===== config.mk =====
export PLATFORM = sky130hd
export DESIGN_NAME = seven_seg_scan_flat
export DESIGN_NICKNAME = d
export VERILOG_FILES = /design/src/rtl/seven_seg_scan_if.sv /design/src/rtl/seven_seg_scan.sv /design/src/flat_wrapper.sv
export SDC_FILE = /design/constraint.sdc
export NUM_CORES = 1
export LEC_CHECK = 0
export CORE_ASPECT_RATIO = 1.4
export CORE_MARGIN = 3
export CORE_UTILIZATION = 45
export DETAILED_ROUTE_END_ITERATION = 16
export DONT_BUFFER_PORTS = 1
export PLACE_DENSITY = 0.6
export SYNTH_ARGS = -nofsm -noshare
export SYNTH_HDL_FRONTEND = slang
export SYNTH_SLANG_ARGS = --single-unit

===== constraint.sdc =====
create_clock -name clk -period 2.4 [get_ports clk]
set_input_delay 0.12 -clock clk [delete_from_list [all_inputs] [get_ports clk]]
set_output_delay 0.12 -clock clk [all_outputs]
set_load 0.02 [all_outputs]

===== src/rtl/seven_seg_scan_if.sv =====
// Pattern/display bundle between the LED selection mux and the 7-segment scanner.
// Latency: none, wiring only.
// Backpressure: none; patterns are level signals and the display outputs are free-running.
interface seven_seg_scan_if;
    logic       enable;
    logic [7:0] LED0;
    logic [7:0] LED1;
    logic [7:0] LED2;
    logic [7:0] LED3;
    logic [3:0] an;
    logic [7:0] seg;
    logic       frame_done;

    // Producer side: supplies enable and the four digit patterns, observes the display.
    modport master (
        output enable, LED0, LED1, LED2, LED3,
        input  an, seg, frame_done
    );

    // Scanner side.
    modport slave (
        input  enable, LED0, LED1, LED2, LED3,
        output an, seg, frame_done
    );
endinterface


===== src/rtl/seven_seg_scan.sv =====
// Time-multiplexes four 8-bit digit patterns onto one shared 4-digit 7-segment display.
// Latency: outputs registered; a new frame shows its first BLANK cycle one clock after enable is seen high.
// Backpressure: none; patterns are snapshotted once per frame, enable=0 blanks the display on the next clock.
module seven_seg_scan #(
    parameter int REFRESH_DIV = 100000,
    parameter int BLANK_CYC   = 16,
    parameter int ACTIVE_LOW  = 1
) (
    input  logic           clk,
    input  logic           rst_n,
    seven_seg_scan_if.slave disp
);

    localparam int             CW         = (REFRESH_DIV > 2) ? $clog2(REFRESH_DIV) : 1;
    localparam logic [CW-1:0]  DIV_LAST   = CW'(REFRESH_DIV - 1);
    localparam logic [CW-1:0]  BLANK_LAST = CW'((BLANK_CYC > 0) ? (BLANK_CYC - 1) : 0);
    localparam logic [3:0]     AN_OFF     = (ACTIVE_LOW != 0) ? 4'hF : 4'h0;
    localparam logic [7:0]     SEG_OFF    = (ACTIVE_LOW != 0) ? 8'hFF : 8'h00;

    typedef enum logic [1:0] {
        IDLE  = 2'd0,
        BLANK = 2'd1,
        DRIVE = 2'd2
    } state_t;

    // With no blanking gap every slot starts straight in DRIVE.
    localparam state_t SLOT_START = (BLANK_CYC == 0) ? DRIVE : BLANK;

    state_t          state_q, state_d;
    logic [1:0]      idx_q, idx_d;
    logic [CW-1:0]   div_q, div_d;
    logic [3:0][7:0] shadow_q, shadow_d;
    logic [3:0]      an_q, an_d;
    logic [7:0]      seg_q, seg_d;
    logic            fd_q, fd_d;
    logic [3:0]      lit_an;
    logic [7:0]      lit_seg;

    // Next-state, counters, snapshot and display outputs; outputs are derived from
    // the next state so the registered an/seg always match the registered state.
    always_comb begin
        state_d  = state_q;
        idx_d    = idx_q;
        div_d    = div_q;
        shadow_d = shadow_q;
        fd_d     = 1'b0;
        lit_an   = 4'h0;
        lit_seg  = 8'h00;

        if (!disp.enable) begin
            state_d = IDLE;
            idx_d   = 2'd0;
            div_d   = '0;
        end else begin
            case (state_q)
                IDLE: begin
                    state_d  = SLOT_START;
                    idx_d    = 2'd0;
                    div_d    = '0;
                    shadow_d = {disp.LED3, disp.LED2, disp.LED1, disp.LED0};
                end
                BLANK: begin
                    div_d = div_q + 1'b1;
                    if (div_q == BLANK_LAST) begin
                        state_d = DRIVE;
                    end
                end
                DRIVE: begin
                    if (div_q == DIV_LAST) begin
                        div_d   = '0;
                        idx_d   = idx_q + 2'd1;
                        state_d = SLOT_START;
                        // End of digit 3 closes the frame: fresh snapshot for the next one.
                        if (idx_q == 2'd3) begin
                            shadow_d = {disp.LED3, disp.LED2, disp.LED1, disp.LED0};
                            fd_d     = 1'b1;
                        end
                    end else begin
                        div_d = div_q + 1'b1;
                    end
                end
                default: begin
                    state_d = IDLE;
                    idx_d   = 2'd0;
                    div_d   = '0;
                end
            endcase
        end

        if (state_d == DRIVE) begin
            lit_an  = 4'(4'b0001 << idx_d);
            lit_seg = shadow_d[idx_d];
        end
        an_d  = (ACTIVE_LOW != 0) ? ~lit_an  : lit_an;
        seg_d = (ACTIVE_LOW != 0) ? ~lit_seg : lit_seg;
    end

    // State, counters, snapshot and output registers; reset forces the display dark at once.
    always_ff @(posedge clk or negedge rst_n) begin
        if (!rst_n) begin
            state_q  <= IDLE;
            idx_q    <= 2'd0;
            div_q    <= '0;
            shadow_q <= '0;
            an_q     <= AN_OFF;
            seg_q    <= SEG_OFF;
            fd_q     <= 1'b0;
        end else begin
            state_q  <= state_d;
            idx_q    <= idx_d;
            div_q    <= div_d;
            shadow_q <= shadow_d;
            an_q     <= an_d;
            seg_q    <= seg_d;
            fd_q     <= fd_d;
        end
    end

    assign disp.an         = an_q;
    assign disp.seg        = seg_q;
    assign disp.frame_done = fd_q;

endmodule

===== src/flat_wrapper.sv =====
// flat-port wrapper written by rule: the top's interface ports become plain ports
module seven_seg_scan_flat 
#(
    parameter int REFRESH_DIV = 100000,
    parameter int BLANK_CYC   = 16,
    parameter int ACTIVE_LOW  = 1
)
  (clk, rst_n, disp_enable, disp_LED0, disp_LED1, disp_LED2, disp_LED3, disp_an, disp_seg, disp_frame_done);
  seven_seg_scan_if disp_i ();
  input  logic clk;
  input  logic rst_n;
  input wire logic [$bits(disp_i.enable)-1:0] disp_enable;
  input wire logic [$bits(disp_i.LED0)-1:0] disp_LED0;
  input wire logic [$bits(disp_i.LED1)-1:0] disp_LED1;
  input wire logic [$bits(disp_i.LED2)-1:0] disp_LED2;
  input wire logic [$bits(disp_i.LED3)-1:0] disp_LED3;
  output wire logic [$bits(disp_i.an)-1:0] disp_an;
  output wire logic [$bits(disp_i.seg)-1:0] disp_seg;
  output wire logic [$bits(disp_i.frame_done)-1:0] disp_frame_done;
  assign disp_i.enable = disp_enable;
  assign disp_i.LED0 = disp_LED0;
  assign disp_i.LED1 = disp_LED1;
  assign disp_i.LED2 = disp_LED2;
  assign disp_i.LED3 = disp_LED3;
  assign disp_an = disp_i.an;
  assign disp_seg = disp_i.seg;
  assign disp_frame_done = disp_i.frame_done;
  seven_seg_scan #(.REFRESH_DIV(REFRESH_DIV), .BLANK_CYC(BLANK_CYC), .ACTIVE_LOW(ACTIVE_LOW)) u_core (.clk(clk), .rst_n(rst_n), .disp(disp_i));
endmodule

# After elaboration in Yosys (flattened, before gate mapping)
# Cells that the tools add are included.
# totals
in_bits,35
elab_cells,45
output_inout_bits,13
regBits,66
# op_classes
eq_ne,6
n_reduce_logical,1
n_mux,22
add_sub_neg,2
shift,1
n_bitwise,2
n_lt_le_gt_ge,1
# ops
operator,count
2-to-1 mux 32 bit,3
one-hot mux 32 bit (2 select lines),1
2-to-1 mux 17 bit,2
one-hot mux 17 bit (2 select lines),1
adder 17 x 1 -> 17 bit (second input constant),1
== test 17 bit (second input constant),1
== test 17 x 4 -> 1 bit (second input constant),1
binary-select mux 8 bit (select 2 bit),1
2-to-1 mux 8 bit,2
2-to-1 mux 2 bit,5
inverter 8 bit,1
== test 2 bit (second input constant),3
one-hot mux 2 bit (3 select lines),1
2-to-1 mux 1 bit,4
2-to-1 mux 4 bit,1
inverter 4 bit,1
one-hot mux 2 bit (2 select lines),1
left shift 1 x 2 -> 4 bit (first input constant),1
< comparator 2 x 3 -> 1 bit (second input constant),1
adder 2 x 1 -> 2 bit (second input constant),1
== test 2 x 1 -> 1 bit (second input constant),1
logical NOT 2 bit,1

# Logic depth before layout (Yosys ltp)
# logic_depth
ltp_word,9
mapped_depth,11
ltp_nobuf,9

# Least setup slack after synthesis
# OpenSTA, ideal clock, no wires.
# synth_path
path_type,flip-flop to flip-flop
start,reg u_core.div_q[0]
end,"reg u_core.seg_q[2], in the netlist u_core.disp.seg[2]"
setup_ps,88
slack_ps,226
path_stages_with_launch,10
required_time_ps,2312
period_less_slack_ps,2174
t_arrival_ps,2086
path_buffers,2
path_cell_list,dfrtp_1 > ha_1 > and4_1 > buf_6 > and4_1 > a32oi_4 > buf_6 > a22o_2 > o22ai_1 > or3_1
# synth_rtl
element,line,source
from (decl),seven_seg_scan.sv:31,"logic [CW-1:0] div_q, div_d;"
from (signal assigned),seven_seg_scan.sv:111,div_q <= div_d;
to (signal assigned),seven_seg_scan.sv:114,seg_q <= seg_d;
to (decl),seven_seg_scan.sv:34,"logic [7:0] seg_q, seg_d;"

==> out/results.tsv <==
stage	metric	value	unit
clocking	clock_latency	0.34	ns
pwr	peakVddDrop	506	uV
critical_path	cpLargestDelayFamily	simple AND/OR/NAND/NOR gates	
grt	antenna_found_initial	0	
critical_path	setup.worst_path.start	u_core.div_q[0]	
critical_path	regToRegSetupSlack	0.1	ns
run_status	status	finished, final reports clean	
placed_design	routabilityCongestion	0.804	
clocking	cts.clk_slew.worst_paths	0.07	ns
yosys	yosys_warnings	0	
finish	diodes	0	
yosys	ys_seq_elements	66	
detailed_routing	ant_nets	0	
floorplan	dieWidth	77.0	um
timing	finalCriticalPeriod	2.30	ns
yosys	netlist_top_cells_area	dfrtp_1 (43%), dfstp_2 (9.9%), nor2_1 (4.7%)	
critical_path	cp_cell_sequence	ha_2 -> and4_2 -> and4_1 -> a32oi_4 -> clkbuf_16 -> a22o_2 -> o22ai_1 -> or3_1	
detailed_routing	vias_per_cell	5.39	
clocking	cts_root_buf	clkbuf_8	
floorplan	coreArea	6700	sq um
finish	fin_nets	376	
clocking	clock_path_buffers	2	
floorplan	initial_core_util	47.3	%
detailed_routing	firstDrtPassIters	5	
finish	finalNonFillerCells	432	
grt	grt_pass1_wl	11500	um
critical_path	required	2.66	ns
yosys	synth_top_area_cell	dfrtp_1	
floorplan	die_y	105	um
timing	skew	0.0102	ns
critical_path	crit_buf_inv	1	
timing	setup_viol	0	
timing	slew_headroom	77.0	%
clocking	htreeDepth	3	
yosys	syn_inst	287	
placed_design	place_area	3290	sq um
critical_path	critPathLaunchType	flop	
timing	worst_pin_slew	0.345	ns
critical_path	worstReg2RegStart	u_core.div_q[0]	
detailed_routing	drt-initial-drc-count	119	
floorplan	rows	35	
detailed_routing	drc	0	
yosys	syn_area	3170	sq um
yosys	synth-main-ff-cell	dfrtp_1	
detailed_routing	wl_per_cell	16.3	um
timing	slew_viol_final	0	
pwr	p_leak	1.73	nW
clocking	cts_tree	yes	
min_path	worstHoldStart	disp_enable	
critical_path	timing_worst_setup_path_type	reg -> reg	
timing	final.period_utilization	96.0	%
yosys	avgSynthCellArea	11.1	sq um
critical_path	cp_slowest_cell	dfrtp_1	
timing	hold-worst-slack	0.104	ns
pwr	power_density	680	nW/um^2
grt	grt_max_degree	67	
detailed_routing	routed_wl	7060	um
placed_design	dpl.hpwl	4650	um
yosys	synthesis.nets	328	
grt	grt_overflow	0	
critical_path	critPathMaxFanout	8	
yosys	ys_seq_area_share	52.5	%
timing	hold_viol	0	
critical_path	cp-end-kind	flop	
yosys	synthArstFlopShare	100	%
floorplan	die_area	8110	sq um
grt	grt_use_total	18.1	%
min_path	hp-class	in -> reg	
flow_run	maxCapViolations	0	
yosys	synth_cell_type_count	48	
grt	grt_pass1_vias	2314	
yosys	ys_top_cells_by_count	dfrtp_1 (54), nor2_1 (40), nand2_1 (18), a21oi_1 (15), inv_1 (14)	
finish	layout-drive-gt1-share	22.1	%
finish	syn_to_final_growth	25.4	%
detailed_routing	num_vias	2328	
clocking	cts_inserted_buffers	9	
yosys	yosysTopAreaCellShare	42.6	%
timing	rsz0062_at_grt	yes	
floorplan	io_pins	48	
yosys	yosysMostFrequentCell	dfrtp_1	
critical_path	arrival	2.56	ns
critical_path	max_stage_delay	0.41	ns
placed_design	portBuffers	0	
timing	clock.fmax	0.434	GHz
yosys	synth_edf_count	0	
placed_design	placed_cells	378	
finish	fin_area	3980	sq um
clocking	clkSinkCount	66	
-- area by class of cell --
class | instances | area [sq um]
Fill cell | 592 | 2720
Sequential cell | 66 | 1670
Tap cell | 92 | 115
Multi-Input combinational cell | 194 | 1390
Clock inverter | 6 | 91.3
Inverter | 15 | 57.6
Clock buffer | 10 | 128
Timing Repair Buffer | 49 | 533
-- layer usage --
| layer | GRT usage [%] | up-vias | part of all wire, % |
|---|---|---|---|
| met5 | 0 | - | 0 |
| met1 | 21.9 | 1157 | 43 |
| met4 | 6.87 | 0 | 0.96 |
| met2 | 31.0 | 40 | 53 |
| li1 | - | 1125 | - |
| met3 | 4.02 | 6 | 2.8 |
-- placed cells by master, fill, tap and decap left out, types with 3 or more instances in the layout --
cell type / count
dfrtp_1: 54
nor2_1: 39
dlygate4sd3_1: 34
nand2_1: 17
a21oi_1: 15
inv_1: 14
dfstp_2: 12
xor2_1: 10
buf_4: 10
clkbuf_8: 9
o21a_1: 8
o22ai_1: 8
a22o_1: 7
or3_1: 7
o32ai_1: 6
nand3_1: 5
and2_1: 5
a22o_4: 5
ha_1: 5
a21oi_2: 4
a22o_2: 4
o21bai_1: 4
and3_1: 4
nand4_1: 3
o21ai_0: 3
and4_1: 3
xnor2_1: 3
clkinv_4: 3
-- kinds of logic (layout without fill, tap and decap cells) --
group,Yosys count,in the layout,synth area share (%)
adder cells (fa/ha/maj),6,6,2.37
buffers and inverters,27,80,5.01
flip-flops,66,66,52.5
XOR/XNOR,13,13,3.59
multiplexers,1,1,0.316
AND/OR/NAND/NOR,100,100,16.9
AO/OA/AOI/OAI,74,74,19.3
-- per-stage QoR --
stage	setup TNS, ns	total power (W)	util [%]	setup slack (ns)
CTS	0	0.00270	57.9	0.0426
detailed placement	-0.00597	0.00159	49.2	-0.00597
finish	0	0.00270	59.3	0.0964
global placement	0	0.00158	49.2	0.0818
global route	-0.0116	0.00282	59.3	-0.0116
floorplan	0	0.00153	-	0.226
-- where the power goes --
group / leakage, nW / switching, W / total, W / internal [W]
combinational: 0.807 / 0.000205 / 0.000417 / 0.000212
sequential: 0.815 / 0.0000391 / 0.00126 / 0.00122
clock: 0.110 / 0.000435 / 0.00102 / 0.000589
-- tightest hold or removal path: cells and delay by family --
family | cells | cell delay (ns)
AOI/OAI and AO/OA | 1 | 0.08
and+or+nand+nor | 2 | 0.19
-- flip-flops by register name, summed over array words and instances (netlist names) --
name and count:
u_core.shadow_q 32, u_core.div_q 17, u_core.disp.seg 8, u_core.disp.an 4, u_core.idx_q 2, u_core.state_q 2, u_core.disp.frame_done 1
-- worst paths after layout --
check                           depth (start not counted)                  end
worst min register to register                          2  u_core.shadow_q[23]
worst min-delay path                                    3    u_core.state_q[1]
min in group asynchronous                               2  u_core.shadow_q[19]
max in group asynchronous                               2   u_core.disp.seg[2]
worst max register to register                          8   u_core.disp.seg[4]
worst max-delay path                                    8   u_core.disp.seg[4]
-- timing repair --
item / CTS / global route
resized for setup: 1 / 9
endpoints found under the setup margin: 1 / 9
hold buffers: 35 / 0
hold endpoints to repair: 101 / 0
gates cloned: 0 / 2
pin swaps: 0 / 2
setup buffers: 0 / 1
Power figures use the tool's default switching activity.
